==> config.mk <==
export PLATFORM = sky130hd
export DESIGN_NAME = vend_fsm_param_flat
export DESIGN_NICKNAME = d
export VERILOG_FILES = /design/src/rtl/vend_fsm_param_if.sv /design/src/rtl/vend_fsm_param.sv /design/src/flat_wrapper.sv
export SDC_FILE = /design/constraint.sdc
export NUM_CORES = 1
export LEC_CHECK = 0
export BUFFER_PORTS_ARGS = -buffer_cell sky130_fd_sc_hd__buf_2
export CORE_ASPECT_RATIO = 0.6
export CORE_MARGIN = 10
export CORE_UTILIZATION = 39
export DETAILED_ROUTE_END_ITERATION = 8
export GPL_TIMING_DRIVEN = 0
export PLACE_DENSITY = 0.6
export SYNTH_ARGS = -nofsm -noshare
export SYNTH_HDL_FRONTEND = slang
export SYNTH_SLANG_ARGS = --single-unit
export TNS_END_PERCENT = 30
==> constraint.sdc <==
create_clock -name clk -period 4.4 [get_ports clk]
set_clock_uncertainty 0.05 [all_clocks]
set_input_delay 0.44 -clock clk [delete_from_list [all_inputs] [get_ports clk]]
set_output_delay 0.44 -clock clk [all_outputs]
set_load 0.03 [all_outputs]
==> src/rtl/vend_fsm_param_if.sv <==
// Coin-side / dispenser-side bundle for vend_fsm_param.
// master: coin-acceptor decode that drives coins and cancel, and reads back the results.
// slave:  the vending controller itself.
// Optional macro VEND_AUDIT_EN adds the sales_cnt / refund_cnt audit counters.
interface vend_fsm_param_if #(
    parameter int CREDIT_W = 8
`ifdef VEND_AUDIT_EN
    , parameter int AUDIT_W = 16
`endif
);
    logic [1:0]          in;
    logic                cancel;
    logic                out;
    logic                change_a;
    logic                change_b;
    logic                coin_reject;
    logic                busy;
    logic [CREDIT_W-1:0] credit;
`ifdef VEND_AUDIT_EN
    logic [AUDIT_W-1:0]  sales_cnt;
    logic [AUDIT_W-1:0]  refund_cnt;
`endif

    modport master (
        output in, cancel,
        input  out, change_a, change_b, coin_reject, busy, credit
`ifdef VEND_AUDIT_EN
        , input sales_cnt, refund_cnt
`endif
    );

    modport slave (
        input  in, cancel,
        output out, change_a, change_b, coin_reject, busy, credit
`ifdef VEND_AUDIT_EN
        , output sales_cnt, refund_cnt
`endif
    );
endinterface

==> src/rtl/vend_fsm_param.sv <==
// Parametrised two-coin vending controller: credit accumulation, single-item
// dispense, greedy serial change return, cancel/refund and coin rejection.
// Optional macro VEND_AUDIT_EN adds saturating sales/refund audit counters.
//
// state   | meaning
// COLLECT | accepting coins and cancel requests
// VEND    | one-cycle dispense pulse on out
// CHANGE  | returning remaining credit, one coin pulse per cycle
module vend_fsm_param #(
    parameter int CREDIT_W   = 8,
    parameter int PRICE      = 15,
    parameter int COIN_A_VAL = 5,
    parameter int COIN_B_VAL = 10
`ifdef VEND_AUDIT_EN
    , parameter int AUDIT_W  = 16
`endif
) (
    input  logic            clk,
    input  logic            rst,
    vend_fsm_param_if.slave bus
);

    typedef enum logic [1:0] {
        COLLECT = 2'd0,
        VEND    = 2'd1,
        CHANGE  = 2'd2
    } state_t;

    // One extra bit so an overflowing sum is visible before it is committed.
    localparam logic [CREDIT_W:0] PRICE_X = (CREDIT_W+1)'(PRICE);
    localparam logic [CREDIT_W:0] A_X     = (CREDIT_W+1)'(COIN_A_VAL);
    localparam logic [CREDIT_W:0] B_X     = (CREDIT_W+1)'(COIN_B_VAL);

    state_t              state_q, state_d;
    logic [CREDIT_W-1:0] credit_q, credit_d;
    logic                out_q, out_d;
    logic                change_a_q, change_a_d;
    logic                change_b_q, change_b_d;
    logic                reject_q, reject_d;

    logic [CREDIT_W:0]   credit_x;
    logic [CREDIT_W:0]   coin_val;
    logic [CREDIT_W:0]   sum;
    logic                take_b;
    logic                take_a;
    logic [CREDIT_W-1:0] credit_step;
    logic                cancel_acc;

    assign credit_x   = {1'b0, credit_q};
    assign sum        = credit_x + coin_val;
    assign cancel_acc = (state_q == COLLECT) && bus.cancel && (credit_q != '0);

    // Value of the coin sampled this cycle (invalid code counts as nothing).
    always_comb begin
        coin_val = '0;
        case (bus.in)
            2'b01:   coin_val = A_X;
            2'b10:   coin_val = B_X;
            default: coin_val = '0;
        endcase
    end

    // Greedy change step on the current credit; no pulse if below the small coin.
    always_comb begin
        take_b      = (credit_x >= B_X);
        take_a      = !take_b && (credit_x >= A_X);
        credit_step = credit_q;
        if (take_b) begin
            credit_step = CREDIT_W'(credit_x - B_X);
        end else if (take_a) begin
            credit_step = CREDIT_W'(credit_x - A_X);
        end
    end

    // Next-state and next-output decode; pulses are registered so each one
    // lines up with the state it belongs to.
    always_comb begin
        state_d    = state_q;
        credit_d   = credit_q;
        out_d      = 1'b0;
        change_a_d = 1'b0;
        change_b_d = 1'b0;
        reject_d   = 1'b0;
        case (state_q)
            COLLECT: begin
                if (bus.cancel) begin
                    // Cancel takes priority: any coin arriving alongside it goes back.
                    reject_d = (bus.in != 2'b00);
                    if (cancel_acc) begin
                        state_d    = CHANGE;
                        change_b_d = take_b;
                        change_a_d = take_a;
                        credit_d   = credit_step;
                    end
                end else if (bus.in == 2'b11) begin
                    reject_d = 1'b1;
                end else if (bus.in != 2'b00) begin
                    if (sum[CREDIT_W]) begin
                        reject_d = 1'b1;
                    end else if (sum >= PRICE_X) begin
                        credit_d = CREDIT_W'(sum - PRICE_X);
                        state_d  = VEND;
                        out_d    = 1'b1;
                    end else begin
                        credit_d = CREDIT_W'(sum);
                    end
                end
            end
            VEND: begin
                reject_d = (bus.in != 2'b00);
                if (credit_q != '0) begin
                    state_d    = CHANGE;
                    change_b_d = take_b;
                    change_a_d = take_a;
                    credit_d   = credit_step;
                end else begin
                    state_d = COLLECT;
                end
            end
            CHANGE: begin
                reject_d = (bus.in != 2'b00);
                if (credit_x < A_X) begin
                    // Zero, or a residue no coin can represent: forfeit and finish.
                    credit_d = '0;
                    state_d  = COLLECT;
                end else begin
                    change_b_d = take_b;
                    change_a_d = take_a;
                    credit_d   = credit_step;
                end
            end
            default: begin
                state_d  = COLLECT;
                credit_d = '0;
            end
        endcase
    end

    // State, credit and output pulse registers.
    always_ff @(posedge clk) begin
        if (rst) begin
            state_q    <= COLLECT;
            credit_q   <= '0;
            out_q      <= 1'b0;
            change_a_q <= 1'b0;
            change_b_q <= 1'b0;
            reject_q   <= 1'b0;
        end else begin
            state_q    <= state_d;
            credit_q   <= credit_d;
            out_q      <= out_d;
            change_a_q <= change_a_d;
            change_b_q <= change_b_d;
            reject_q   <= reject_d;
        end
    end

    assign bus.out         = out_q;
    assign bus.change_a    = change_a_q;
    assign bus.change_b    = change_b_q;
    assign bus.coin_reject = reject_q;
    assign bus.busy        = (state_q != COLLECT);
    assign bus.credit      = credit_q;

`ifdef VEND_AUDIT_EN
    logic [AUDIT_W-1:0] sales_q;
    logic [AUDIT_W-1:0] refund_q;

    // Saturating audit counters: one sale per VEND cycle, one refund per accepted cancel.
    always_ff @(posedge clk) begin
        if (rst) begin
            sales_q  <= '0;
            refund_q <= '0;
        end else begin
            if ((state_q == VEND) && (sales_q != '1)) begin
                sales_q <= sales_q + 1'b1;
            end
            if (cancel_acc && (refund_q != '1)) begin
                refund_q <= refund_q + 1'b1;
            end
        end
    end

    assign bus.sales_cnt  = sales_q;
    assign bus.refund_cnt = refund_q;
`endif

endmodule

==> src/flat_wrapper.sv <==
// flat-port wrapper written by rule: the top's interface ports become plain ports
module vend_fsm_param_flat 
#(
    parameter int CREDIT_W   = 8,
    parameter int PRICE      = 15,
    parameter int COIN_A_VAL = 5,
    parameter int COIN_B_VAL = 10

)
  (clk, rst, bus_in, bus_cancel, bus_out, bus_change_a, bus_change_b, bus_coin_reject, bus_busy, bus_credit);
  vend_fsm_param_if #(.CREDIT_W(CREDIT_W)) bus_i ();
  input  logic clk;
  input  logic rst;
  input wire logic [$bits(bus_i.in)-1:0] bus_in;
  input wire logic [$bits(bus_i.cancel)-1:0] bus_cancel;
  output wire logic [$bits(bus_i.out)-1:0] bus_out;
  output wire logic [$bits(bus_i.change_a)-1:0] bus_change_a;
  output wire logic [$bits(bus_i.change_b)-1:0] bus_change_b;
  output wire logic [$bits(bus_i.coin_reject)-1:0] bus_coin_reject;
  output wire logic [$bits(bus_i.busy)-1:0] bus_busy;
  output wire logic [$bits(bus_i.credit)-1:0] bus_credit;
  assign bus_i.in = bus_in;
  assign bus_i.cancel = bus_cancel;
  assign bus_out = bus_i.out;
  assign bus_change_a = bus_i.change_a;
  assign bus_change_b = bus_i.change_b;
  assign bus_coin_reject = bus_i.coin_reject;
  assign bus_busy = bus_i.busy;
  assign bus_credit = bus_i.credit;
  vend_fsm_param #(.CREDIT_W(CREDIT_W), .PRICE(PRICE), .COIN_A_VAL(COIN_A_VAL), .COIN_B_VAL(COIN_B_VAL)) u_core (.clk(clk), .rst(rst), .bus(bus_i));
endmodule
### Word level (Yosys, flattened, before mapping)

Index checks and enable logic that the tools add are counted.

| storage, ports and cells | value |
|---|---|
| bits in registers | 14 |
| output and inout port bits | 13 |
| word-level logic and storage cells | 77 |

| operators by class | value |
|---|---|
| add/sub/neg operators | 4 |
| $lt $le $gt $ge | 4 |
| equality and inequality tests | 12 |
| multiplexer cells | 37 |
| bitwise operators | 2 |
| reduce and logical (&&, ||, !) cells | 12 |

Operators with widths:

| operator | number |
|---|---|
| $mux W8 | 10 |
| $pmux W8 S3 | 1 |
| $mux W2 | 8 |
| $sub A8 B4 Y8 const B | 2 |
| $mux W1 | 13 |
| $ne A3 B3 Y1 const B | 4 |
| $add A8 B4 Y9 | 1 |
| $ge A9 B4 Y1 const B | 1 |
| $ge A8 B3 Y1 const B | 1 |
| $ge A8 B4 Y1 const B | 1 |
| $lt A8 B3 Y1 const B | 1 |
| $pmux W4 S2 | 1 |
| $reduce_bool A8 Y1 | 1 |
| $sub A8 B3 Y8 const B | 1 |
| $eq A2 B2 Y1 const B | 3 |
| $pmux W1 S3 | 2 |
| $pmux W2 S3 | 1 |
| $reduce_and A6 Y1 | 1 |
| $reduce_or A6 Y1 | 1 |
| $reduce_and A5 Y1 | 1 |
| $eq A2 B1 Y1 const B | 2 |
| $ne A2 B1 Y1 const B | 2 |
| $reduce_bool A2 Y1 | 2 |
| $logic_and A1 B1 Y1 | 3 |
| other kinds (6) | 7 |

### Longest topological paths before layout

Gate-level depths: netlist of run 1.

| logic depth | value |
|---|---|
| depth in word-level cells | 10 |
| depth in mapped cells | 14 |
| gate-level depth less buffers | 11 |

### Least setup slack after synthesis of run 1

Ideal clock, no wire load.

| path | value |
|---|---|
| path type | register -> register |
| start point | reg u_core.credit_q[1], in the netlist u_core.bus.credit[1] |
| end point | reg u_core.credit_q[7], in the netlist u_core.bus.credit[7] |
| arrival time | 3505 ps |
| data required time | 4276 ps |
| setup slack | 771 ps |
| cell stages (with the launch flop) | 14 |
| buffers on the path | 2 |
| period minus slack after synthesis | 3629 ps |
| path through | dfxtp_1 > clkbuf_1 > inv_1 > xnor2_1 > ha_1 > clkbuf_2 > nor2_1 > nor3_2 > o311ai_1 > or4b_4 > a21o_1 > or4_1 > a211o_1 > a31oi_1 |

| on the way | value |
|---|---|
| word-level cells in the longest chain between the ends | 8 |
| elaborated cells between the ends (all ways) | 27 |
| classes of those cells | 4 x add/sub; 4 x order compare; 3 x eq/ne; 11 x mux; 5 x reduce/logical |

RTL lines:

| item | line | RTL |
|---|---|---|
| start, declared | vend_fsm_param.sv:35 | `logic [CREDIT_W-1:0] credit_q, credit_d;` |
| start signal, assigned | vend_fsm_param.sv:150 | `credit_q <= credit_d;` |
| $add A8 B4 Y9 / $ge A8 B4 Y1 (equally long branches) | vend_fsm_param.sv:50, vend_fsm_param.sv:65 |  |
| $sub A8 B4 Y8 (tied with other cells) | vend_fsm_param.sv:101 | `credit_d = CREDIT_W'(sum - PRICE_X);` |
| $mux W8 / $logic_and A1 B1 Y1 (equally long branches) | vend_fsm_param.sv:100, vend_fsm_param.sv:66 |  |
| $mux W8, on equally long branches | vend_fsm_param.sv:98, vend_fsm_param.sv:70 |  |
| $mux W8, on equally long branches | vend_fsm_param.sv:97, vend_fsm_param.sv:68 |  |
| $mux W8, on equally long branches | vend_fsm_param.sv:95, vend_fsm_param.sv:89 |  |
| $mux W8 | vend_fsm_param.sv:86 | `if (bus.cancel) begin` |
| $pmux W8 S3 | vend_fsm_param.sv:84 | `case (state_q)` |

Parallel ways exist; a longest one is shown, timed or not. The select of a mux whose other input is x is not followed.
A chain may end at the register's enable or synchronous reset.

### Worst setup path after layout of run 1

Ends and elaborated chain as after synthesis.

==> out/qor.yml, run 1 <==
antenna_left: 0
via_per_inst: 5.92
synth_area_per_cell_sq_um: 7.20
track_usage_pct: 14.2
drive_gt1_share_pct: 14.2
cts_made_buffers: 3
antenna_found_initial: 0
coreArea_sq_mm: 0.00459
netlist.area_leader.share_pct: 15.1
grt_pass1_vias: 1753
hp-class: "in2reg"
yosysTopAreaCell: "dfxtp_1"
wl_per_cell_um: 17.0
place.gp.congestion: 0.924
setup_viol: 0
cp-end-kind: "flip-flop"
finalCriticalPeriod_ns: 3.96
placed_cells: 334
holdPathStages: 2
min_period_over_period_pct: 90.0
std_cell_rows: 19
yosysUniqueCellTypes: 61
r2r_cells: 14
clk_pin_slew_ns: 0.06
rsz0062_at_grt: "no"
crit_required_ns: 4.52
cp_max_fo: 10
synthFlopType: "dfxtp_1"
htree_levels: 1
die_area_sq_mm: 0.00799
pin_count: 18
syn_nets: 275
clockRootBuffer: "clkbuf_8"
drt_first_pass_iters: 4
cellLeakagePower_uw: 0.000807
num_antenna_cells: 0
area_growth_pct: 10.7
power.density_mw_per_mm2: 734
cts_tree: "built"
slew_headroom_pct: 53.3
setup_ws_ns: 0.439
hpwl_um: 4590
drv_slew: 0
synth_cells: 257
die_w_um: 109
regArea_sq_um: 280
peakVddDrop_uv: 184
arrival_ns: 4.08
num-fill-cells: 488
critPathKind: "reg2reg"
grt_pass1_wl_um: 9270
synth_warnings: 0
portBuffers: 14
outcome: "completed"
drt-initial-drc-count: 159
multiInputGateArea_sq_mm: 0.00146
initial_utilization_pct: 40.3
synth_seq_area_share_pct: 15.1
nets: 294
total_power_uw: 1500
hold_viol: 0
netlist_area_sq_mm: 0.00185
max_freq_mhz: 252
final_cell_count_no_fill: 337
insertion_delay_ns: 0.24
via_count: 1996
startpoint_type: "flip-flop"
fin_setup_tns_ns: 0
place_ws_ns: 0.296
synth_edf_count: 0
hold_ws_ns: 0.436
drt-total-wl_um: 5720
cts_max_path_buffers: 2
ys_ff_latch: 14
maxCapViolCount: 0
grt_max_degree: 11
tightest_slew_ns: 0.695
clock_sinks: 14
grt_overflow: 0
die_y_um: 73.4
async_flop_share_pct: 0
yosys-top-cells-area: "dfxtp_1, ha_1, o21ai_0, xnor2_1, a21oi_1"
remaining_drc_errors: 0
stage by stage:
step | cell area [sq um] | utilization (%)
floorplan | 1850 | -
global placement | 2000 | 43.6
detailed placement | 2000 | 43.6
CTS | 2040 | 44.5
global route | 2050 | 44.6
finish | 2050 | 44.6
cells by family after synthesis:
kind of cell,Yosys count,share of synthesized area [%]
fa+ha+maj,13,8.79
compound gates,86,31.4
simple gates,100,29.3
mux,6,3.38
buf+inv,26,6.22
xor+xnor,12,5.68
flops,14,15.1
worst paths after layout:
path | slack, ns | startpoint | to
max | 0.44 | u_core.bus.credit[1]$_SDFFE_PP0P_ | u_core.bus.credit[7]$_SDFFE_PP0P_
min | 0.44 | rst | u_core.bus.credit[7]$_SDFFE_PP0P_
max reg2reg | 0.44 | u_core.bus.credit[1]$_SDFFE_PP0P_ | u_core.bus.credit[7]$_SDFFE_PP0P_
min reg2reg | 0.46 | u_core.state_q[0]$_SDFFE_PP0P_ | u_core.state_q[0]$_SDFFE_PP0P_
final cells by class:
type	instances	area share (%)
buffer	15	3.67
clock buffer	3	2.02
inverter	11	2.02
multi-input combinational	217	71.4
sequential	14	13.7
tap	63	3.85
timing repair buffer	14	3.42
flip-flops by register name, summed over array words and instances, names as in the netlist:
register and count:
u_core.bus.credit 8, u_core.state_q 2, u_core.bus.change_b 1, u_core.bus.coin_reject 1
u_core.bus.out 1, u_core.bus.change_a 1
cells in the mapped netlist (all sizes together), types with 4 or more instances:
cell type	count
nor2b	4
mux2i	4
ha	13
dfxtp	14
or4	4
nor2	24
clkbuf	12
and2	6
nand2b	6
and3	6
a211oi	5
o21ai	22
nor3	14
inv	11
xnor2	12
nand2	19
a21oi	20
worst max-delay path, cell delays in order (launching register included):
cell      delay [ns]
dfxtp_1         0.43
clkbuf_2        0.28
inv_1           0.23
xnor2_1         0.22
ha_1            0.16
clkbuf_2        0.20
nand2_1         0.12
a211oi_1        0.46
or2_2           0.19
clkbuf_1        0.24
o21ai_0         0.17
o221a_2         0.22
or4_1           0.48
a211o_1         0.29
a31oi_1         0.13
timing repair:
action	CTS	global route
buffers inserted	0	0
endpoints found under the setup margin	0	5
gates resized for setup	0	3
hold buffers	0	0
report_power, final:
part           internal [uW]  switching, uW
combinational            428            752
clock                   60.5           43.9
sequential               174           44.4
metal layers:
metal,vias to the layer above,GRT usage (%),part of all wire [%]
li1,993,-,-
met1,936,22.7,52
met2,63,18.8,39
met3,4,1.66,8.7
met4,0,3.49,0.77
met5,-,0,0
layout by cell type (no fill, tap or decap), types with 2 or more instances in the layout:
master	Yosys	final
nor2_1	24	24
buf_2	1	15
ha_1	13	13
o21ai_0	22	22
or4_1	4	4
xnor2_1	12	12
or2_2	2	2
clkbuf_8	0	3
o31ai_1	2	2
nand2_1	19	19
a211oi_1	5	5
nor3_1	13	13
buf_6	2	2
a211o_1	2	2
nand3_1	3	3
a311oi_1	2	2
nand2b_1	4	4
o31a_1	3	3
nor3b_1	2	2
and2_1	6	6
nor4_1	3	3
dfxtp_1	14	14
a31oi_1	2	2
inv_1	8	8
inv_2	3	3
and3_1	6	6
o221a_2	2	2
clkbuf_2	1	2
a21o_1	2	2
a21oi_1	19	19
or3_1	2	2
a2111oi_0	2	2
o22ai_1	3	3
nor2b_1	4	4
nand2b_4	2	2
clkbuf_1	11	10
mux2_2	2	2
mux2i_1	4	4
a21boi_0	2	2
(Power assumes the default switching activity.)
==> run 2: changes to the inputs <==
--- a/config.mk
+++ b/config.mk
@@ -6,12 +6,15 @@
 export NUM_CORES = 1
 export LEC_CHECK = 0
 export BUFFER_PORTS_ARGS = -buffer_cell sky130_fd_sc_hd__buf_2
+export CAP_MARGIN = 5
 export CORE_ASPECT_RATIO = 0.6
 export CORE_MARGIN = 10
 export CORE_UTILIZATION = 39
 export DETAILED_ROUTE_END_ITERATION = 8
 export GPL_TIMING_DRIVEN = 0
+export HOLD_SLACK_MARGIN = 0.15
 export PLACE_DENSITY = 0.6
+export RECOVER_POWER = 25
 export SYNTH_ARGS = -nofsm -noshare
 export SYNTH_HDL_FRONTEND = slang
 export SYNTH_SLANG_ARGS = --single-unit
==> out/qor.yml, run 2 (synthesis gave the netlist of run 1 again) <==
wl_per_cell_um: 17.1
grt_max_degree: 11
portBuffers: 14
drt_first_pass_iters: 4
std_cell_rows: 19
drt-initial-drc-count: 161
drv_slew: 0
final_cell_mix: "nor2_1, o21ai_0, nand2_1, a21oi_1, clkbuf_1"
finalCriticalPeriod_ns: 3.97
arrival_ns: 4.09
antenna_left: 0
rsz0062_at_grt: "no"
grt_pass1_wl_um: 9270
cp_max_fo: 10
track_usage_pct: 14.2
clock_sinks: 14
cts_tree: "built"
clk_pin_slew_ns: 0.06
place.gp.congestion: 0.924
postCtsHoldBufs: 0
slew_headroom_pct: 55.4
nets: 294
drt-total-wl_um: 5770
critPathKind: "reg2reg"
crit_buf_inv: 4
die_area_sq_mm: 0.00799
tightest_slew_ns: 0.664
hold_viol: 0
antenna_found_initial: 0
peakVddDrop_uv: 181
insertion_delay_ns: 0.24
max_freq_mhz: 252
outcome: "completed"
setup_viol: 0
maxCapViolCount: 0
coreArea_sq_mm: 0.00459
max_stage_delay_ns: 0.48
num_antenna_cells: 0
die_y_um: 73.4
fin_setup_tns_ns: 0
cts_made_buffers: 3
htree_levels: 1
power.density_mw_per_mm2: 735
via_per_inst: 5.95
initial_utilization_pct: 40.3
grt_pass1_vias: 1753
hp-class: "in2reg"
place_area_sq_mm: 0.00200
cp_common_cell: "clkbuf_2"
remaining_drc_errors: 0
cellLeakagePower_uw: 0.000782
grt_overflow: 0
cts_setup_buffers: 0
critPathSlowestCell: "or4_1"
crit_required_ns: 4.52
hpwl_um: 4590
area_growth_pct: 10.3
cts_max_path_buffers: 2
pin_count: 18
cp-end-kind: "flip-flop"
die_w_um: 109
startpoint_type: "flip-flop"
clockRootBuffer: "clkbuf_8"
via_count: 2006
layout_commonest_cell: "nor2_1"
postLayoutCellArea_sq_mm: 0.00204
min_period_over_period_pct: 90.2
largest_reg_flops: 8
total_power_uw: 1500
path_delay_family: "compound AO/OA/AOI/OAI gates"
num-fill-cells: 491
path_cells: "clkbuf_2, inv_1, xnor2_1, ha_1, clkbuf_2, nand2_1, a211oi_1, or2_2, clkbuf_1, o21ai_0, o221a_2, or4_1, a211o_1, a31oi_1"
drive_gt1_share_pct: 12.0
-- run 2: cell types whose count changed in the layout (fill, tap and decap cells not counted), sizes merged --
cell    previous run  this run
buf               17        11
clkbuf            15        21
-- run 2: worst paths after layout --
path	startpoint	to	slack, ns	cells past startpoint
max reg2reg	u_core.bus.credit[1]$_SDFFE_PP0P_	u_core.bus.credit[7]$_SDFFE_PP0P_	0.43	14
min reg2reg	u_core.state_q[0]$_SDFFE_PP0P_	u_core.state_q[0]$_SDFFE_PP0P_	0.46	2
min	rst	u_core.bus.credit[7]$_SDFFE_PP0P_	0.43	2
max	u_core.bus.credit[1]$_SDFFE_PP0P_	u_core.bus.credit[7]$_SDFFE_PP0P_	0.43	14
-- run 2: power by group --
part / total, uW / leakage (uW) / internal (uW) / switching [uW]
Combinational: 1180 / 0.000646 / 423 / 753
Sequential: 220 / 0.000115 / 174 / 45.4
Clock: 105 / 0.0000216 / 60.5 / 44.2
-- run 2: final cells by class --
type,count,area (sq um),area share [%]
Tap cell,63,78.8,3.86
Timing Repair Buffer,14,62.6,3.07
Clock buffer,3,41.3,2.02
Inverter,11,41.3,2.02
Buffer,15,75.1,3.68
Multi-Input combinational cell,217,1460,71.6
Sequential cell,14,280,13.7
-- run 2: metal layers --
metal  GRT usage, %  vias to the layer above  wire (um)
met2           18.8                       66       2230
li1               -                      992          -
met3           1.66                        4        385
met5              0                        -          0
met4           3.49                        0         50
met1           22.7                      944       3110
-- run 2: per-stage QoR --
step | hold WS (ns) | instances | utilization [%] | setup WS, ns
2_1_floorplan | 0.418 | 257 | - | 0.771
3_3_place_gp | 0.443 | 334 | 43.6 | 0.332
3_5_place_dp | 0.451 | 334 | 43.6 | 0.296
4_1_cts | 0.424 | 337 | 44.5 | 0.267
5_1_grt | 0.444 | 337 | 44.5 | 0.157
6_report | 0.432 | 337 | 44.5 | 0.433
-- run 2: timing repair --
item,in CTS,in global routing
resized for setup,0,3
hold endpoints to repair,0,0
endpoints found under the setup margin,0,5
-- run 2: worst reg2reg max path: stages (launching register included) --
cell,delay (ns)
dfxtp_1,0.44
clkbuf_2,0.28
inv_1,0.24
xnor2_1,0.22
ha_1,0.16
clkbuf_2,0.20
nand2_1,0.12
a211oi_1,0.46
or2_2,0.19
clkbuf_1,0.24
o21ai_0,0.17
o221a_2,0.22
or4_1,0.48
a211o_1,0.29
a31oi_1,0.13
